===== src/rtl/cpu_pkg.sv =====
// Shared fetch-side types: the bank entry layout and the fetch FSM encoding.
package cpu_pkg;

  localparam int unsigned XLEN = 32;

  // One instruction-bank entry: the fetched word together with its address.
  typedef struct packed {
    logic [XLEN-1:0] pc;
    logic [XLEN-1:0] inst;
  } fetch_entry_t;

  // RUN: returned words go to the bank. DRAIN: stale returns are being dropped.
  typedef enum logic [0:0] {
    ST_RUN   = 1'b0,
    ST_DRAIN = 1'b1
  } fetch_state_t;

  // Bits needed to hold a count in 0..n inclusive.
  function automatic int unsigned cnt_w(input int unsigned n);
    return (n < 1) ? 1 : $clog2(n + 1);
  endfunction

endpackage


===== src/rtl/if_fifo.sv =====
// Synchronous FIFO with count/full/empty and a synchronous clear.
// DEPTH need not be a power of two; pointers wrap explicitly.
// The head entry is presented combinationally on dout.
module if_fifo #(
  parameter int unsigned WIDTH = 32,
  parameter int unsigned DEPTH = 4,
  localparam int unsigned AW = (DEPTH > 1) ? $clog2(DEPTH) : 1,
  localparam int unsigned CW = $clog2(DEPTH + 1)
) (
  input  logic             clk,
  input  logic             reset,
  input  logic             clr,
  input  logic             push,
  input  logic [WIDTH-1:0] din,
  input  logic             pop,
  output logic [WIDTH-1:0] dout,
  output logic             full,
  output logic             empty,
  output logic [CW-1:0]    count
);

  logic [WIDTH-1:0] mem [DEPTH];
  logic [AW-1:0]    wr_ptr;
  logic [AW-1:0]    rd_ptr;
  logic             do_push;
  logic             do_pop;

  function automatic logic [AW-1:0] ptr_inc(input logic [AW-1:0] p);
    return (p == AW'(DEPTH - 1)) ? '0 : p + 1'b1;
  endfunction

  assign full    = (count == CW'(DEPTH));
  assign empty   = (count == '0);
  assign do_push = push && !full;
  assign do_pop  = pop && !empty;
  assign dout    = mem[rd_ptr];

  // Pointer and occupancy tracking; clear empties the queue without touching storage.
  always_ff @(posedge clk or posedge reset) begin
    if (reset) begin
      wr_ptr <= '0;
      rd_ptr <= '0;
      count  <= '0;
    end else if (clr) begin
      wr_ptr <= '0;
      rd_ptr <= '0;
      count  <= '0;
    end else begin
      if (do_push) wr_ptr <= ptr_inc(wr_ptr);
      if (do_pop)  rd_ptr <= ptr_inc(rd_ptr);
      case ({do_push, do_pop})
        2'b10:   count <= count + CW'(1);
        2'b01:   count <= count - CW'(1);
        default: count <= count;
      endcase
    end
  end

  // Storage write; zeroed on reset so the head reads as zero out of reset.
  always_ff @(posedge clk or posedge reset) begin
    if (reset) begin
      for (int i = 0; i < int'(DEPTH); i++) mem[i] <= '0;
    end else if (do_push && !clr) begin
      mem[wr_ptr] <= din;
    end
  end

endmodule


===== src/rtl/if_fetch.sv =====
// Instruction fetch front end: issues bus requests under a credit limit,
// tracks in-flight addresses, buffers returned words in a bank toward
// pre-decode, and drops stale returns after a redirect.
// Optional macro IF_FETCH_BYPASS_EN: forwards a returning word straight to
// pre-decode in the same cycle when the bank is empty.
//
// state    | meaning
// ---------+------------------------------------------------------------
// ST_RUN   | no stale returns owed; returned words are delivered
// ST_DRAIN | discard_cnt stale returns still owed by the bus after flush
module if_fetch
  import cpu_pkg::*;
#(
  parameter int unsigned BANK_DEPTH      = 4,
  parameter int unsigned MAX_OUTSTANDING = 2
) (
  input  logic        clk,
  input  logic        reset,
  input  logic [31:0] npc,
  input  logic        flush,
  input  logic        pd_ready,
  output logic        inst_req,
  output logic [31:0] inst_addr,
  input  logic        inst_addr_ok,
  input  logic        inst_data_ok,
  input  logic [31:0] inst_rdata,
  output logic        fetch_stall,
  output logic        inst_bank_valid,
  output logic [31:0] pd_inst,
  output logic [31:0] pd_pc
);

  localparam int unsigned OW = cnt_w(MAX_OUTSTANDING);
  localparam int unsigned BW = cnt_w(BANK_DEPTH);
  localparam int unsigned SW = cnt_w(MAX_OUTSTANDING + BANK_DEPTH);

  fetch_state_t  state, state_next;
  logic [OW-1:0] outstanding;
  logic [OW-1:0] discard_cnt, discard_next;

  logic          credit;
  logic          accept;
  logic          ret;
  logic          drop;
  logic          keep;
  logic          byp_hit;

  logic [31:0]   pend_pc;
  logic          pend_full;
  logic          pend_empty;

  fetch_entry_t  bank_din;
  fetch_entry_t  bank_head;
  logic          bank_push;
  logic          bank_pop;
  logic          bank_full;
  logic          bank_empty;
  logic [BW-1:0] bank_count;

  // The pending-PC queue occupancy is the outstanding-request count.
  assign credit = (SW'(outstanding) < SW'(MAX_OUTSTANDING))
               && ((SW'(outstanding) + SW'(bank_count)) < SW'(BANK_DEPTH))
               && !pend_full && !bank_full;

  assign inst_req    = credit && !flush && !reset;
  assign inst_addr   = npc;
  assign accept      = inst_req && inst_addr_ok;
  assign fetch_stall = !accept;

  // A return with nothing pending is not a legal bus response and is ignored.
  assign ret  = inst_data_ok && !pend_empty;
  assign drop = ret && (discard_cnt != '0);
  assign keep = ret && (discard_cnt == '0);

`ifdef IF_FETCH_BYPASS_EN
  assign byp_hit   = keep && bank_empty && !flush;
  assign bank_push = keep && !flush && !(byp_hit && pd_ready);
`else
  assign byp_hit   = 1'b0;
  assign bank_push = keep && !flush;
`endif

  assign bank_pop      = pd_ready && !bank_empty;
  assign bank_din.pc   = pend_pc;
  assign bank_din.inst = inst_rdata;

  assign inst_bank_valid = !bank_empty || byp_hit;
  assign pd_inst         = byp_hit ? inst_rdata : bank_head.inst;
  assign pd_pc           = byp_hit ? pend_pc    : bank_head.pc;

  if_fifo #(
    .WIDTH (32),
    .DEPTH (MAX_OUTSTANDING)
  ) u_pend (
    .clk   (clk),
    .reset (reset),
    .clr   (1'b0),
    .push  (accept),
    .din   (npc),
    .pop   (ret),
    .dout  (pend_pc),
    .full  (pend_full),
    .empty (pend_empty),
    .count (outstanding)
  );

  if_fifo #(
    .WIDTH ($bits(fetch_entry_t)),
    .DEPTH (BANK_DEPTH)
  ) u_bank (
    .clk   (clk),
    .reset (reset),
    .clr   (flush),
    .push  (bank_push),
    .din   (bank_din),
    .pop   (bank_pop),
    .dout  (bank_head),
    .full  (bank_full),
    .empty (bank_empty),
    .count (bank_count)
  );

  // Discard reload on flush counts every request the bus still owes after this cycle.
  always_comb begin
    discard_next = discard_cnt;
    state_next   = state;
    if (flush) begin
      discard_next = outstanding + OW'(accept) - OW'(ret);
    end else if (drop) begin
      discard_next = discard_cnt - OW'(1);
    end
    case (state)
      ST_RUN:   if (flush && (discard_next != '0)) state_next = ST_DRAIN;
      ST_DRAIN: if (!flush && (discard_next == '0)) state_next = ST_RUN;
      default:  state_next = ST_RUN;
    endcase
  end

  // FSM state register.
  always_ff @(posedge clk or posedge reset) begin
    if (reset) state <= ST_RUN;
    else       state <= state_next;
  end

  // Stale-return counter.
  always_ff @(posedge clk or posedge reset) begin
    if (reset) discard_cnt <= '0;
    else       discard_cnt <= discard_next;
  end

endmodule

===== config.mk =====
export PLATFORM = sky130hd
export DESIGN_NAME = if_fetch
export DESIGN_NICKNAME = d
export VERILOG_FILES = /design/src/rtl/cpu_pkg.sv /design/src/rtl/if_fifo.sv /design/src/rtl/if_fetch.sv
export SDC_FILE = /design/constraint.sdc
export NUM_CORES = 1
export LEC_CHECK = 0
export ABC_AREA = 1
export BUFFER_PORTS_ARGS = -buffer_cell sky130_fd_sc_hd__buf_4
export CAP_MARGIN = 10
export CORE_MARGIN = 2
export CORE_UTILIZATION = 55
export CTS_BUF_LIST = sky130_fd_sc_hd__clkbuf_8
export DETAILED_ROUTE_END_ITERATION = 8
export GPL_ROUTABILITY_DRIVEN = 0
export PLACE_DENSITY = 0.78
export SETUP_SLACK_MARGIN = 0.05
export SYNTH_ARGS = -nofsm -noshare
export SYNTH_HDL_FRONTEND = slang
export SYNTH_SLANG_ARGS = --single-unit

===== constraint.sdc =====
create_clock -name clk -period 10.91 [get_ports clk]
set_clock_uncertainty 0.15 [all_clocks]
set_input_delay 1.6365 -clock clk [delete_from_list [all_inputs] [get_ports clk]]
set_output_delay 1.6365 -clock clk [all_outputs]
set_load 0.02 [all_outputs]

### Word-level counts from Yosys, hierarchy flattened

Cells that the tools add are included.

* flip-flop bits (word level): 333
* latch bits: 0
* memory bits (writable): 0
* ROM bits: 0
* bits of input ports: 70
* output and inout bits: 99
* logic and storage cells: 104
* memories kept: 0

* $add $sub $neg: 12
* $mul: 0
* divide/modulo/power cells: 0
* magnitude comparators: 8
* eq/ne operators: 8
* shifts and indexed selects: 0
* mux-type cells: 25
* bitwise gates (word level): 4
* reduce and logical (&&, ||, !) cells: 34

Operator list (number)
* $bwmux W256: 1
* $mux W64: 3
* $bmux W64 S2: 1
* $demux W64 S2: 1
* $mux W32: 4
* $bwmux W64: 1
* $demux W32 S1: 1
* $logic_and A1 B1 Y1: 18
* $mux W2: 8
* $eq A2 B2 Y1 const B: 5
* $reduce_bool A2 Y1: 5
* $logic_not A1 Y1: 7
* $add A2 B1 Y2 const B: 3
* $ge A3 B3 Y1 const B: 2
* $not A2 Y3: 2
* $pmux W3 S2: 1
* $eq A2 B1 Y1 const B: 2
* $ge A2 B2 Y1 const B: 2
* $logic_not A2 Y1: 2
* $not A1 Y2: 2
* $pmux W2 S2: 1
* $sub A2 B1 Y2 const B: 2
* $add A2 B3 Y3: 1
* $add A3 B1 Y3 const B: 1
* 13 further kinds: 15

### Longest topological paths before layout

* depth after elaboration: 11
* mapped depth: 16
* depth with buffers taken out: 14

### Cells and area by module

Synthesis repeated with hierarchy kept, for this count alone.

* cells, all modules: 1781
* area total of the unflattened synthesis: 16061.7 µm²

By module, submodules not included
* if_fifo (u_bank): instances 1, cells an instance 1318, area each 12333.1 µm², seq. area each 6581.3 µm²
* if_fifo (u_pend): instances 1, cells an instance 378, area each 3183.1 µm², seq. area each 1701.6 µm²
* if_fetch: instances 1, cells an instance 85, area each 545.5 µm², seq. area each 50.0 µm²

### Worst setup path before layout

Ideal clock, no wire load.

* kind: input -> output
* from: in reset
* to: out inst_req
* arrival time: 9.653 ns
* required time: 9.124 ns
* setup slack: -0.529 ns
* stages on the path: 4
* path buffers: 1
* cells stage by stage: inv_1 > nand4_1 > nor2_1 > clkbuf_1

* longest elaborated chain between the ends: 2

Ends and longest elaborated chain
* from (decl): line if_fetch.sv:18 `input logic reset,`
* $logic_not A1 Y1 (no line)
* $logic_and A1 B1 Y1: line if_fetch.sv:65 `assign inst_req = credit && !flush && !reset;`
* to (decl): line if_fetch.sv:22 `output logic inst_req,`

Every way passes these cells.

### Worst setup path after layout

* from: in reset
* to: out fetch_stall

* longest elaborated chain between the ends: 4

Ends and longest elaborated chain
* $logic_not A1 Y1 (no line)
* $logic_and A1 B1 Y1: line if_fetch.sv:65
* $logic_and A1 B1 Y1: line if_fetch.sv:67 `assign accept = inst_req && inst_addr_ok;`
* $logic_not A1 Y1: line if_fetch.sv:68 `assign fetch_stall = !accept;`
* to (decl): line if_fetch.sv:27 `output logic fetch_stall,`

Every way passes these cells.

==> qor.csv <==
stage,metric,value,unit
floorplanning,die area,0.02950,mm²
worst_setup_path,Worst Path Arrival,3530,ps
worst_setup_path,reg2reg start,u_bank.count[0],
worst_setup_path,critical path class,input port to output pin,
cts,setup repair bufs after CTS,0,
cts,clock sink count,333,
routing,via count,13240,
pwr,Final Power,4.302,mW
synthesis,Synth top area share,53.84,%
cts,cts hold-fix bufs,0,
synthesis,leading area contributor after synthesis,dfrtp_1,
global_routing,initial antenna violation count,1,
job,max-cap violations,0,
worst_setup_path,CP Launch Point,reset,
worst_setup_path,Critical Path Start Type,input port,
synthesis,Netlist cell types,25,
cts,post-cts sizing count,0,
synthesis,Synth Register Bits,333,
synthesis,Yosys warnings,0,
sta,Least-Margin Pin Slew,1110,ps
cts,Worst-path clk slew,60,ps
worst_setup_path,reg2reg setup slack,7480,ps
placement,post-detail-place hpwl,21760,µm
worst_setup_path,CP Capture Type,output pin,
cts,CTS tree,done,
worst_setup_path,worst r2r dst,u_bank.mem[198],
cts,CTS Buf Count,53,
synthesis,sequential fraction of the synthesis area,53.84,%
floorplanning,row cnt,61,
routing,DR pass1 iterations,5,
synthesis,share of flip-flops with an asynchronous set or reset,100.0,%
synthesis,ys flop type,dfrtp_1,
pwr,Peak VDD IR,142.6,µV
synthesis,post-synthesis cell count,1897,
global_routing,total track usage,26.35,%
layout,post-route cell area,0.01755,mm²
sta,hold slack,328.9,ps
cts,Clock Tree Root,clkbuf_8,
pwr,Leak Pwr,9.505,nW
placement,Placed Area,0.01647,mm²
sta,RSZ-0062 raised after global routing,no,
cts,H-tree levels,2,
status,status,finished clean,
routing,highest routed layer,met5,
worst_setup_path,maximum fanout along the worst path,67,
synthesis,Post-Syn Nets,1977,
routing,met3 wire len,2758,µm
synthesis,syn avg cell area,8.158,µm²
floorplanning,Chip Width,171.7,µm
hold_path,Min-Delay Path Class,flip-flop to flip-flop,
synthesis,mapped cell area,0.01548,mm²
sta,final setup vio count,0,
sta,Tcrit/Tclk final,48.77,%
synthesis,"count leader, synth",nand2_1,
routing,post-route ant nets,0,
routing,final WL,38550,µm
layout,synthesis-to-layout area growth,13.43,%
routing,vias per inst,5.548,
sta,"Hold Vio Cnt, Final",0,
floorplanning,initial core utilization,55.71,%
routing,WL per Instance,16.15,µm
sta,fin. max-slew vios,0,
worst_setup_path,cells on worst reg2reg path,8,
hold_path,min-delay src,u_pend.mem[22],
routing,drt drc,0,
sta,Slew headroom,26.00,%
cts,clock latency on the worst-skew pair,580,ps
floorplanning,Core Area,0.02778,mm²
worst_setup_path,WP data required,9120,ps
layout,Final nets,2050,
synthesis,number of synthesized flops with an enable pin,0,
sta,Period minus WS final,5321,ps
sta,maximum clock frequency,187.9,MHz
synthesis,"top cells by count, synth","nand2_1 (573), dfrtp_1 (333), o21ai_0 (251)",
cts,clock tree buffer depth,3,
worst_setup_path,termination of the worst setup path,fetch_stall,
sta,total negative setup slack,0,ps
global_routing,first-pass GRT wire length,62490,µm
placement,I/O Buffers,168,
routing,DRT iter0 DRCs,1146,
global_routing,vias in the first global route,12560,
floorplanning,Die H,171.7,µm
floorplanning,Ports,169,
layout,layout cells sized above 1,14.34,%
routing,routed wl met2,18080,µm
synthesis,Synth area leaders,"dfrtp_1 (54%), nand2_1 (14%), o21ai_0 (8.1%)",
routing,WL met1,16810,µm
layout,n_diodes,0,
global_routing,GRT overflow,0,
pwr,power per standard cell area,245.0,mW/mm²
global_routing,largest net degree at the start of global routing,97,
critical path, stage by stage:
cell,delay [ps]
buf_4,120
clkinvlp_4,460
nand4_1,230
nor2_4,130
buf_4,520
nand2_1,200
buf_4,210
flip-flops by register name, indices dropped and copies added (netlist names):
name	cells
u_bank.count	3
u_pend.rd_ptr	1
u_bank.mem	256
u_pend.count	2
u_bank.rd_ptr	2
u_pend.wr_ptr	1
u_pend.mem	64
discard_cnt	2
u_bank.wr_ptr	2
power breakdown:
part	switching, mW	total, mW	internal (mW)
clock	0.487	1.08	0.590
sequential	0.193	1.76	1.57
combinational	0.945	1.46	0.516
total	1.62	4.30	2.68
per-layer routing:
layer	vias to the layer above	track usage (%)
li1	6329	-
met1	6340	36.30
met2	492	43.32
met3	79	4.050
met4	2	8.111
met5	-	0
per-stage QoR:
stage               util [%]  setup WS (ps)  instances
floorplan                  -           1674       1897
global placement       59.29           5602       2293
finish                 63.19           5589       2387
detailed placement     59.29           5566       2293
CTS                    63.19           5554       2387
global route           63.19           5386       2387
kinds of logic after synthesis:
| kind of cell | count (synthesis) | synth area share, % |
|---|---|---|
| fa+ha+maj | 10 | 0.8570 |
| compound gates | 426 | 14.39 |
| buf+inv | 230 | 7.357 |
| simple gates | 892 | 23.21 |
| xor+xnor | 6 | 0.3396 |
| flops | 333 | 53.84 |
how the worst min path moves through the flow:
stage / end / slack [ps] / cells after the start
final: u_pend.mem[22] / 330 / 2
after global routing: u_pend.mem[9] / 340 / 2
after CTS: u_pend.mem[9] / 330 / 2
after detailed placement: u_pend.mem[35] / 320 / 2
after global placement: u_pend.mem[55] / 310 / 2
after floorplan: u_pend.mem[30] / 300 / 2
cells in the final DEF (no fill, tap or decap):
| cell type | netlist | layout |
|---|---|---|
| a21oi_1 | 101 | 101 |
| buf_4 | 48 | 190 |
| bufinv_16 | 0 | 2 |
| clkbuf_8 | 0 | 66 |
| clkinv_2 | 0 | 11 |
| clkinvlp_4 | 0 | 2 |
| dfrtp_1 | 333 | 331 |
| dfrtp_2 | 0 | 1 |
| dfrtp_4 | 0 | 1 |
| fa_1 | 1 | 1 |
| ha_1 | 9 | 9 |
| inv_1 | 56 | 68 |
| inv_2 | 2 | 3 |
| nand2_1 | 573 | 573 |
| nand2_4 | 2 | 2 |
| nand3_1 | 11 | 11 |
| nand3_4 | 1 | 1 |
| nand3b_1 | 1 | 1 |
| nand4_1 | 67 | 67 |
| nor2_1 | 233 | 232 |
| nor2_4 | 4 | 5 |
| o21ai_0 | 251 | 251 |
| o21ai_1 | 6 | 6 |
| o21ai_2 | 4 | 4 |
| o22ai_1 | 64 | 64 |
| xnor2_1 | 2 | 2 |
| xor2_1 | 4 | 4 |
area by class of cell:
cell class	instances	area, µm²
clock buffer	66	908.4
clock inverter	28	173.9
fill	2506	10230
inverter	58	222.7
multi-input combinational	1334	6012
sequential	333	8338
tap	378	473.0
timing repair buffer	190	1426
Note: power is estimated with default switching activity, not from simulation.
